==> config.mk <==
export PLATFORM = sky130hd
export DESIGN_NAME = pipe_ctrl_seq
export DESIGN_NICKNAME = d
export VERILOG_FILES = /design/src/rtl/pipe_ctrl_pkg.sv /design/src/rtl/pipe_ctrl_seq_sat_counter.sv /design/src/rtl/pipe_ctrl_seq.sv
export SDC_FILE = /design/constraint.sdc
export NUM_CORES = 1
export LEC_CHECK = 0
export CAP_MARGIN = 5
export CELL_PAD_IN_SITES_DETAIL_PLACEMENT = 1
export CELL_PAD_IN_SITES_GLOBAL_PLACEMENT = 1
export CORE_ASPECT_RATIO = 1.1
export CORE_UTILIZATION = 48
export DETAILED_ROUTE_END_ITERATION = 16
export DONT_BUFFER_PORTS = 1
export HOLD_SLACK_MARGIN = 0.12
export PLACE_DENSITY_LB_ADDON = 0.1
export RECOVER_POWER = 100
export SYNTH_ARGS = -nofsm -noshare
export SYNTH_HDL_FRONTEND = slang
export SYNTH_SLANG_ARGS = --single-unit
==> constraint.sdc <==
create_clock -name cpu_clk -period 5.4 [get_ports cpu_clk]
set_clock_uncertainty 0.1 [all_clocks]
set_input_delay 1.35 -clock cpu_clk [delete_from_list [all_inputs] [get_ports cpu_clk]]
set_output_delay 1.35 -clock cpu_clk [all_outputs]
set_load 0.01 [all_outputs]
==> src/rtl/pipe_ctrl_pkg.sv <==
// Shared types and constants for the pipeline control sequencer.
//   pipe_st_e  : sequencer state
//   pipe_ctl_t : the six pipeline-register control outputs
//   FL_W/WD_W  : counter widths for the flush and watchdog counters
package pipe_ctrl_pkg;

    typedef enum logic [1:0] {
        RUN,
        BUBBLE,
        FLUSH,
        FREEZE
    } pipe_st_e;

    // Flush counter holds up to 7, watchdog counter up to 255.
    localparam int unsigned FL_W = 3;
    localparam int unsigned WD_W = 8;

    typedef struct packed {
        logic pc_en;
        logic ifid_en;
        logic ifid_flush;
        logic idex_en;
        logic idex_flush;
        logic exmem_en;
    } pipe_ctl_t;

    localparam pipe_ctl_t CTL_RESET  = '{pc_en: 1'b0, ifid_en: 1'b0, ifid_flush: 1'b1,
                                         idex_en: 1'b0, idex_flush: 1'b1, exmem_en: 1'b0};
    localparam pipe_ctl_t CTL_RUN    = '{pc_en: 1'b1, ifid_en: 1'b1, ifid_flush: 1'b0,
                                         idex_en: 1'b1, idex_flush: 1'b0, exmem_en: 1'b1};
    localparam pipe_ctl_t CTL_FREEZE = '{pc_en: 1'b0, ifid_en: 1'b0, ifid_flush: 1'b0,
                                         idex_en: 1'b0, idex_flush: 1'b0, exmem_en: 1'b0};

endpackage

==> src/rtl/pipe_ctrl_seq_sat_counter.sv <==
// sat_counter: saturating up-counter with synchronous clear.
//   clk, rst : clock, async active-high reset
//   inc      : count up by one (held at MAX once reached)
//   clr      : clear to zero (wins over inc)
//   sat      : count equals MAX
module sat_counter #(
    parameter int unsigned WIDTH = 8,
    parameter int unsigned MAX   = 255
) (
    input  logic clk,
    input  logic rst,
    input  logic inc,
    input  logic clr,
    output logic sat
);

    localparam logic [WIDTH-1:0] MAX_V = WIDTH'(MAX);

    logic [WIDTH-1:0] cnt_q;

    always_ff @(posedge clk or posedge rst) begin
        if (rst) begin
            cnt_q <= '0;
        end else if (clr) begin
            cnt_q <= '0;
        end else if (inc && (cnt_q != MAX_V)) begin
            cnt_q <= cnt_q + 1'b1;
        end
    end

    assign sat = (cnt_q == MAX_V);

endmodule

==> src/rtl/pipe_ctrl_seq.sv <==
// pipe_ctrl_seq: pipeline control sequencer for the 5-stage core.
// Turns load-use / redirect / memory-busy requests into PC, IF/ID, ID/EX and
// EX/MEM enables and flushes; one bubble per load-use event, multi-cycle
// redirect flushes, whole-pipe freeze on mem_busy, plus a retire watchdog.
//   cpu_clk, reset            : clock, async active-high reset
//   ld_use_req, redirect      : hazard detector requests
//   mem_busy                  : data memory not ready (freeze)
//   wb_valid                  : instruction retires this cycle
//   pc_en .. exmem_en         : pipeline register controls (combinational)
//   stall_err                 : sticky watchdog error
//   stall_cnt, flush_cnt      : perf counters
// Optional feature: define PIPE_CTRL_PERF_EN to build the perf counters;
// otherwise stall_cnt/flush_cnt read as zero.
module pipe_ctrl_seq
    import pipe_ctrl_pkg::*;
#(
    parameter int unsigned FLUSH_CYCLES = 2,
    parameter int unsigned STALL_MAX    = 15,
    parameter int unsigned CNT_W        = 32
) (
    input  logic             cpu_clk,
    input  logic             reset,
    input  logic             ld_use_req,
    input  logic             redirect,
    input  logic             mem_busy,
    input  logic             wb_valid,
    output logic             pc_en,
    output logic             ifid_en,
    output logic             ifid_flush,
    output logic             idex_en,
    output logic             idex_flush,
    output logic             exmem_en,
    output logic             stall_err,
    output logic [CNT_W-1:0] stall_cnt,
    output logic [CNT_W-1:0] flush_cnt
);

    localparam logic [FL_W-1:0] FL_RELOAD = FL_W'(FLUSH_CYCLES - 1);
    localparam logic [FL_W-1:0] FL_ONE    = FL_W'(1);

    pipe_st_e        state_q, state_d;
    pipe_st_e        ret_q, ret_d;
    logic [FL_W-1:0] fl_cnt_q, fl_cnt_d;
    logic            bubble_done_q, bubble_done_d;
    logic            redir_pend_q, redir_pend_d;
    logic            stall_err_q, stall_err_d;

    pipe_st_e        eff_st;
    logic            redir_eff;
    logic            take_redir;
    logic            take_bubble;
    logic            wd_sat;
    pipe_ctl_t       ctl;

    // State register
    always_ff @(posedge cpu_clk or posedge reset) begin
        if (reset) begin
            state_q       <= RUN;
            ret_q         <= RUN;
            fl_cnt_q      <= '0;
            bubble_done_q <= 1'b0;
            redir_pend_q  <= 1'b0;
            stall_err_q   <= 1'b0;
        end else begin
            state_q       <= state_d;
            ret_q         <= ret_d;
            fl_cnt_q      <= fl_cnt_d;
            bubble_done_q <= bubble_done_d;
            redir_pend_q  <= redir_pend_d;
            stall_err_q   <= stall_err_d;
        end
    end

    // The cycle mem_busy drops in FREEZE already behaves as the saved state
    // (with any latched redirect), so leaving a freeze costs no extra cycle.
    always_comb begin
        eff_st    = state_q;
        redir_eff = redirect;
        if ((state_q == FREEZE) && !mem_busy) begin
            eff_st    = ret_q;
            redir_eff = redirect | redir_pend_q;
        end
        take_redir  = !mem_busy && redir_eff;
        take_bubble = !mem_busy && !redir_eff && (eff_st != FLUSH)
                      && ld_use_req && !bubble_done_q;
    end

    // Next-state
    always_comb begin
        state_d       = state_q;
        ret_d         = ret_q;
        fl_cnt_d      = fl_cnt_q;
        redir_pend_d  = redir_pend_q;
        bubble_done_d = bubble_done_q & ld_use_req;
        stall_err_d   = stall_err_q | wd_sat;
        if (mem_busy) begin
            state_d = FREEZE;
            if (state_q != FREEZE) begin
                ret_d = state_q;
            end else begin
                redir_pend_d = redir_pend_q | redirect;
            end
        end else begin
            redir_pend_d = 1'b0;
            if (take_redir) begin
                fl_cnt_d = FL_RELOAD;
                state_d  = (FL_RELOAD != '0) ? FLUSH : RUN;
            end else if (eff_st == FLUSH) begin
                fl_cnt_d = fl_cnt_q - 1'b1;
                state_d  = (fl_cnt_q == FL_ONE) ? RUN : FLUSH;
            end else if (take_bubble) begin
                bubble_done_d = 1'b1;
                state_d       = BUBBLE;
            end else begin
                state_d = RUN;
            end
        end
    end

    // Outputs
    always_comb begin
        ctl = CTL_RUN;
        if (reset) begin
            ctl = CTL_RESET;
        end else if (mem_busy) begin
            ctl = CTL_FREEZE;
        end else if (take_redir || (eff_st == FLUSH)) begin
            ctl.ifid_flush = 1'b1;
            ctl.idex_flush = 1'b1;
        end else if (take_bubble) begin
            ctl.pc_en      = 1'b0;
            ctl.ifid_en    = 1'b0;
            ctl.idex_flush = 1'b1;
        end
    end

    assign pc_en      = ctl.pc_en;
    assign ifid_en    = ctl.ifid_en;
    assign ifid_flush = ctl.ifid_flush;
    assign idex_en    = ctl.idex_en;
    assign idex_flush = ctl.idex_flush;
    assign exmem_en   = ctl.exmem_en;

    // Error shows in the same cycle the watchdog saturates, then stays set.
    assign stall_err = stall_err_q | wd_sat;

    sat_counter #(
        .WIDTH (WD_W),
        .MAX   (STALL_MAX)
    ) u_wd (
        .clk (cpu_clk),
        .rst (reset),
        .inc (!wb_valid && (state_q != FREEZE)),
        .clr (wb_valid),
        .sat (wd_sat)
    );

`ifdef PIPE_CTRL_PERF_EN
    logic [CNT_W-1:0] stall_cnt_q;
    logic [CNT_W-1:0] flush_cnt_q;

    always_ff @(posedge cpu_clk or posedge reset) begin
        if (reset) begin
            stall_cnt_q <= '0;
            flush_cnt_q <= '0;
        end else begin
            if (take_bubble) stall_cnt_q <= stall_cnt_q + 1'b1;
            if (take_redir)  flush_cnt_q <= flush_cnt_q + 1'b1;
        end
    end

    assign stall_cnt = stall_cnt_q;
    assign flush_cnt = flush_cnt_q;
`else
    assign stall_cnt = '0;
    assign flush_cnt = '0;
`endif

endmodule

==> reports/results.ini, run 1 <==
[hold_path]
hold_path_class = flip-flop to flip-flop
whs_path_depth = 1
min_to = stall_err_q$_DFF_PP0_
min-delay-start = stall_err_q$_DFF_PP0_

[cts]
worstSkewPairLatency_ns = 0.28
cts-root-buf = clkbuf_4
clock-sinks = 18
postCtsResizedCells = 0
clkTransAtPathRegs_ns = 0.09
cts_hold_buf = 0
post_cts_buffers = 0
h-tree-depth = 1
numCtsBuffers = 3
cts_max_path_buffers = 2
cts_tree = built

[pwr]
ir_drop_mv = 0.170
p_switching_uw = 110
total_leakage_power_uw = 0.000612
p_sw_frac = 0.348
p_comb_frac = 0.271
p_clk_frac = 0.194
finalPower_uw = 317
p_per_area_mw_per_mm2 = 259
internal-power_uw = 206
seqPwrFrac = 0.535

[global_route]
grt.overflow.total = 0
antenna_found_initial = 0
grt_max_degree = 21
grt_pass1_vias = 770
grt_pass1_wl_mm = 3.30
grt_util_all_layers = 0.139

[sta]
slew-limit-headroom = 0.215
setup_tns_ns = 0
finalCritPeriodShare = 0.699
setup_viol = 0
finalHoldViolCount = 0
max_freq_mhz = 265
final.min_clock_period_ns = 3.77
worstMarginPinSlew_ns = 1.17
rsz0062_at_grt = no
finalMaxSlewViolations = 0

[logic_synthesis]
synth_edf_count = 0
synthFlopType = dfrtp_1
ys_ff_latch = 18
ys_seq_area_frac = 0.308
avgSynthCellArea_um2 = 9.15
ys_warn_count = 0
mappedNetlistArea_mm2 = 0.00146
syn_inst = 160
yosysUniqueCellTypes = 33
synthArstFlopShare = 1.00

[die]
die_h_um = 59.9
start_util = 0.518
ioPinCount = 77
die_w_um = 54.7
dieArea_mm2 = 0.00327
fp.coreArea_mm2 = 0.00283
rows = 20

[critical_path]
critical_path_class = input pin to output port
worstRegToRegCells = 4
path_cells = a311oi_1 > nand4b_1 > and2_0
reg2reg_to = u_wd.cnt_q[0]$_DFFE_PP0P_
cpPeakStageDelay_ns = 0.45
cp_data_arrival_time_ns = 2.32
r2r_start = u_wd.cnt_q[4]$_DFFE_PP0P_
end_kind = output port
r2r_slack_ns = 3.16
path_delay_family = simple AND/OR/NAND/NOR gates
crit_fanout = 4
slowest_stage = a311oi_1
critPathBufInv = 0
critPathLaunchType = input pin
worstPathRequired_ns = 3.95

[place]
post-place-cells = 186
place_hpwl_mm = 1.81
gp_routability_congestion = 0.770
port-buffer-count = 0

[drt]
route.detailed.drc = 0
vias = 810
wl_mm = 2.24
vias_per_cell = 4.29
ant_nets = 0
drtIter0Drc = 3
dr.pass1.iters = 4
avgRoutedWirePerCell_um = 11.9

[final_layout]
layout-drive-gt1-share = 0.0321
syn2layout_area_growth_pct = -16.5
fin_nets = 167
stdcell_count = 189
antenna_cells = 0
fillCellCount = 364

[flow_run]
maxCapViolCount = 0

[run_status]
outcome = completed

## cell usage in the layout (no fill, tap or decap)
cell        n
nand2_1     2
ha_1        3
nand4b_1    2
nand4_1     1
conb_1     64
dfrtp_1    18
nand2b_1    3
o31a_1      1
a2111oi_4   1
nor4_1      1
nor2_1     13
o21ai_0     4
o21bai_1    1
xnor2_1     6
xor2_1      1
nor2b_1     6
a21oi_1     4
and2_0      2
mux2i_1     1
a311oi_1    1
a21o_2      1
o221ai_1    1
and3_1      1
o211ai_1    1
nand3_1     3
a211oi_1    2
o2bb2ai_1   1
nor3b_1     3
clkbuf_4    3
inv_1       5
## synthesized netlist by cell type (2+ instances only)
master	n	area (um^2)
nand2_1	2	7.51
nor3b_1	3	22.5
a211oi_1	2	15.0
nand3_1	3	15.0
nor2_1	13	48.8
buf_4	66	495
xnor2_1	6	52.6
buf_2	2	10.0
o21ai_0	4	20.0
a21oi_1	4	20.0
nand2b_1	3	18.8
inv_1	5	18.8
ha_1	3	37.5
and2_1	2	12.5
nor2b_1	6	37.5
nand4b_1	2	17.5
dfrtp_1	18	450
## power groups by stage
stage | combinational, uW | sequential (uW) | clock (uW)
finish | 85.9 | 169 | 61.4
global route | 99.6 | 172 | 68.7
CTS | 86.4 | 169 | 64.5
global placement | 82.3 | 171 | 0
floorplan | 111 | 167 | 0
detailed placement | 86.4 | 172 | 0
## metrics by stage
stage / worst slack (ns) / instance area, um^2 / hold slack (ns) / util
3_3_place_gp: 1.77 / 1220 / 0.370 / 0.432
4_1_cts: 1.73 / 1240 / 0.395 / 0.440
5_1_grt: 1.55 / 1220 / 0.415 / 0.432
6_report: 1.63 / 1220 / 0.388 / 0.432
2_1_floorplan: 1.60 / 1700 / 0.354 / -
3_5_place_dp: 1.74 / 1220 / 0.373 / 0.432
## logic make-up (layout without fill, tap and decap cells)
group                      count (synthesis)  after routing  share of synthesized area
buffers and inverters                     75              8                      0.368
and+or+nand+nor                           37             37                      0.146
AOI/OAI and AO/OA                         18             18                      0.101
DFF                                       18             18                      0.308
xor gates and xnor gates                   7              7                     0.0419
adders and majority gates                  3              3                     0.0256
other                                      1             64                    0.00256
muxes                                      1              1                    0.00684
## registers in the layout, summed over array words and instances, names as in the netlist
signal	flops
bubble_done_q	1
fl_cnt_q	3
redir_pend_q	1
ret_q	2
stall_err_q	1
state_q	2
u_wd.cnt_q	8
## cell type report
cell class	count	area, um^2	area share
multi-input cells	130	689	0.564
well taps	33	41.3	0.0338
inverters	5	18.8	0.0154
clock buffers	3	22.5	0.0184
flip-flops and latches	18	450	0.368
## worst max path at each step
stage | slack, ns | to | depth (start not counted) | from
floorplan | 1.60 | pc_en | 6 | mem_busy
global placement | 1.77 | ifid_en | 4 | mem_busy
detailed placement | 1.74 | ifid_en | 4 | mem_busy
CTS | 1.73 | ifid_en | 4 | mem_busy
global route | 1.55 | ifid_en | 3 | redirect
finish | 1.63 | ifid_en | 3 | redirect
## layer usage
metal | global-route usage | part of all wire
met1 | 0.161 | 0.40
met2 | 0.253 | 0.55
met3 | 0.0178 | 0.049
met4 | 0.0476 | 0.0027
met5 | 0 | 0
(Power assumes the default switching activity.)
==> run 2: changes to the inputs <==
CORE_UTILIZATION = 40   (was 48)
clock period = 3.25 ns   (was 5.4 ns; I/O delays follow)
==> reports/results.ini, run 2 (same netlist as run 1, synthesis figures left out) <==
[final_layout]
antenna_cells = 0  ; unchanged
mostFrequentLayoutCell = conb_1
largest_reg_flops = 8  ; unchanged
fin_area_mm2 = 0.00125  ; +2.7%
fin_nets = 168  ; +0.60%
layout_common_cells = 64 x conb_1, 18 x dfrtp_1, 13 x nor2_1, 6 x nor2b_1, 6 x xnor2_1
fillCellCount = 445  ; +22%
largest_registers = u_wd.cnt_q: 8 flops, fl_cnt_q: 3 flops
syn2layout_area_growth_pct = -14.3
layout-drive-gt1-share = 0.0380  ; +0.00592
top_register = u_wd.cnt_q

[place]
place_hpwl_mm = 1.83  ; +0.62%
placed_area_mm2 = 0.00125  ; +2.2%
port-buffer-count = 0  ; unchanged
gp_routability_congestion = 0.762  ; -1.1%

[die]
rows = 22  ; +10%
die_h_um = 65.5  ; +9.2%
die_w_um = 59.7  ; +9.2%
start_util = 0.429  ; -0.0888
fp.coreArea_mm2 = 0.00341  ; +21%
ioPinCount = 77  ; unchanged
dieArea_mm2 = 0.00391  ; +19%

[critical_path]
worstRegToRegCells = 5  ; +1
critPathLaunchType = flip-flop
critical_path_class = flip-flop to output port
cp_data_arrival_time_ns = 1.80  ; -0.52 ns
r2r_start = u_wd.cnt_q[0]$_DFFE_PP0P_
reg2reg_to = u_wd.cnt_q[7]$_DFFE_PP0P_
end_kind = output port
crit_fanout = 6  ; +2
worstPathRequired_ns = 2.34  ; -1.61 ns
r2r_slack_ns = 1.41  ; -1.75 ns

[sta]
worstMarginPinSlew_ns = 0.915  ; -0.252 ns
finalCritPeriodShare = 0.834
slew-limit-headroom = 0.390  ; +0.175
finalMaxSlewViolations = 0  ; unchanged
setup_viol = 0  ; unchanged
whs_ns = 0.158  ; -0.230 ns
finalHoldViolCount = 0  ; unchanged
final.min_clock_period_ns = 2.71
max_freq_mhz = 369
setup_tns_ns = 0  ; unchanged
rsz0062_at_grt = no

[drt]
vias = 817  ; +0.86%
ant_nets = 0  ; unchanged
avgRoutedWirePerCell_um = 11.3  ; -4.8%
vias_per_cell = 3.97  ; -7.5%
wl_mm = 2.33  ; +3.7%
dr.pass1.iters = 5  ; +1
drtIter0Drc = 17  ; +14
route.detailed.drc = 0  ; unchanged

[cts]
worstSkewPairLatency_ns = 0.30  ; +0.02 ns
clock-sinks = 18  ; unchanged
numCtsBuffers = 3  ; unchanged
post_cts_buffers = 0  ; unchanged
clkTransAtPathRegs_ns = 0.11  ; +0.02 ns
cts_max_path_buffers = 2  ; unchanged
cts-root-buf = clkbuf_4
h-tree-depth = 1  ; unchanged
cts_tree = built
cts_hold_buf = 0  ; unchanged
postCtsResizedCells = 0  ; unchanged

[pwr]
ir_drop_mv = 0.260  ; +53%
p_per_area_mw_per_mm2 = 456  ; +76%
total_leakage_power_uw = 0.000627  ; +2.6%

[global_route]
grt_util_all_layers = 0.120  ; -0.0192
grt_pass1_vias = 777  ; +0.91%
grt_pass1_wl_mm = 3.46  ; +5.0%
grt.overflow.total = 0  ; unchanged
antenna_found_initial = 0  ; unchanged
grt_max_degree = 17  ; -19%

[flow_run]
maxCapViolCount = 0  ; unchanged

[run_status]
outcome = completed

[hold_path]
hold_path_class = input pin to async pin

[run 2: cell types whose count changed in the layout (fill, tap and decap cells not counted), sizes merged]
cell	before	now
clkbuf	3	5
[run 2: layout make-up]
type,instances,area (um^2),area share
Clock buffer,4,36.3,0.0289
Inverter,5,18.8,0.0150
Multi-Input combinational cell,130,686,0.546
Sequential cell,18,450,0.359
Tap cell,48,60.1,0.0479
Timing Repair Buffer,1,3.75,0.00299
[run 2: report_power, final]
| part | leakage, uW | internal [uW] | switching (uW) | total [uW] |
|---|---|---|---|---|
| Clock | 0.0000210 | 68.4 | 77.4 | 146 |
| Combinational | 0.000372 | 48.9 | 96.2 | 145 |
| Sequential | 0.000234 | 253 | 28.3 | 281 |
| Total | 0.000627 | 370 | 202 | 572 |
[run 2: worst max-delay path, cell delays in order, from the launching register on]
cell,delay (ns)
dfrtp_1,0.45
a311oi_1,0.52
nand4b_1,0.23
and2_0,0.29
[run 2: per-stage QoR]
stage / worst slack, ns / util / instances / power [uW]
finish: 0.539 / 0.368 / 206 / 572
global placement: 0.709 / 0.365 / 202 / 423
detailed placement: 0.651 / 0.365 / 202 / 431
global route: 0.421 / 0.368 / 206 / 612
CTS: 0.638 / 0.376 / 206 / 582
floorplan: 0.521 / - / 223 / 461
[run 2: metal layers]
layer | wire length, um | global-route usage | up-vias
met5 | 0 | 0 | -
met1 | 921 | 0.139 | 387
met4 | 34 | 0.0378 | 0
met3 | 151 | 0.0413 | 5
met2 | 1220 | 0.203 | 39
li1 | - | - | 386
[run 2: how the worst max path moves through the flow]
stage / slack (ns) / endpoint / startpoint
floorplan: 0.52 / pc_en / mem_busy
global placement: 0.71 / pc_en / mem_busy
detailed placement: 0.65 / pc_en / mem_busy
CTS: 0.64 / pc_en / mem_busy
global route: 0.42 / ifid_en / ret_q[0]$_DFFE_PP0P_
finish: 0.54 / pc_en / state_q[1]$_DFF_PP0_
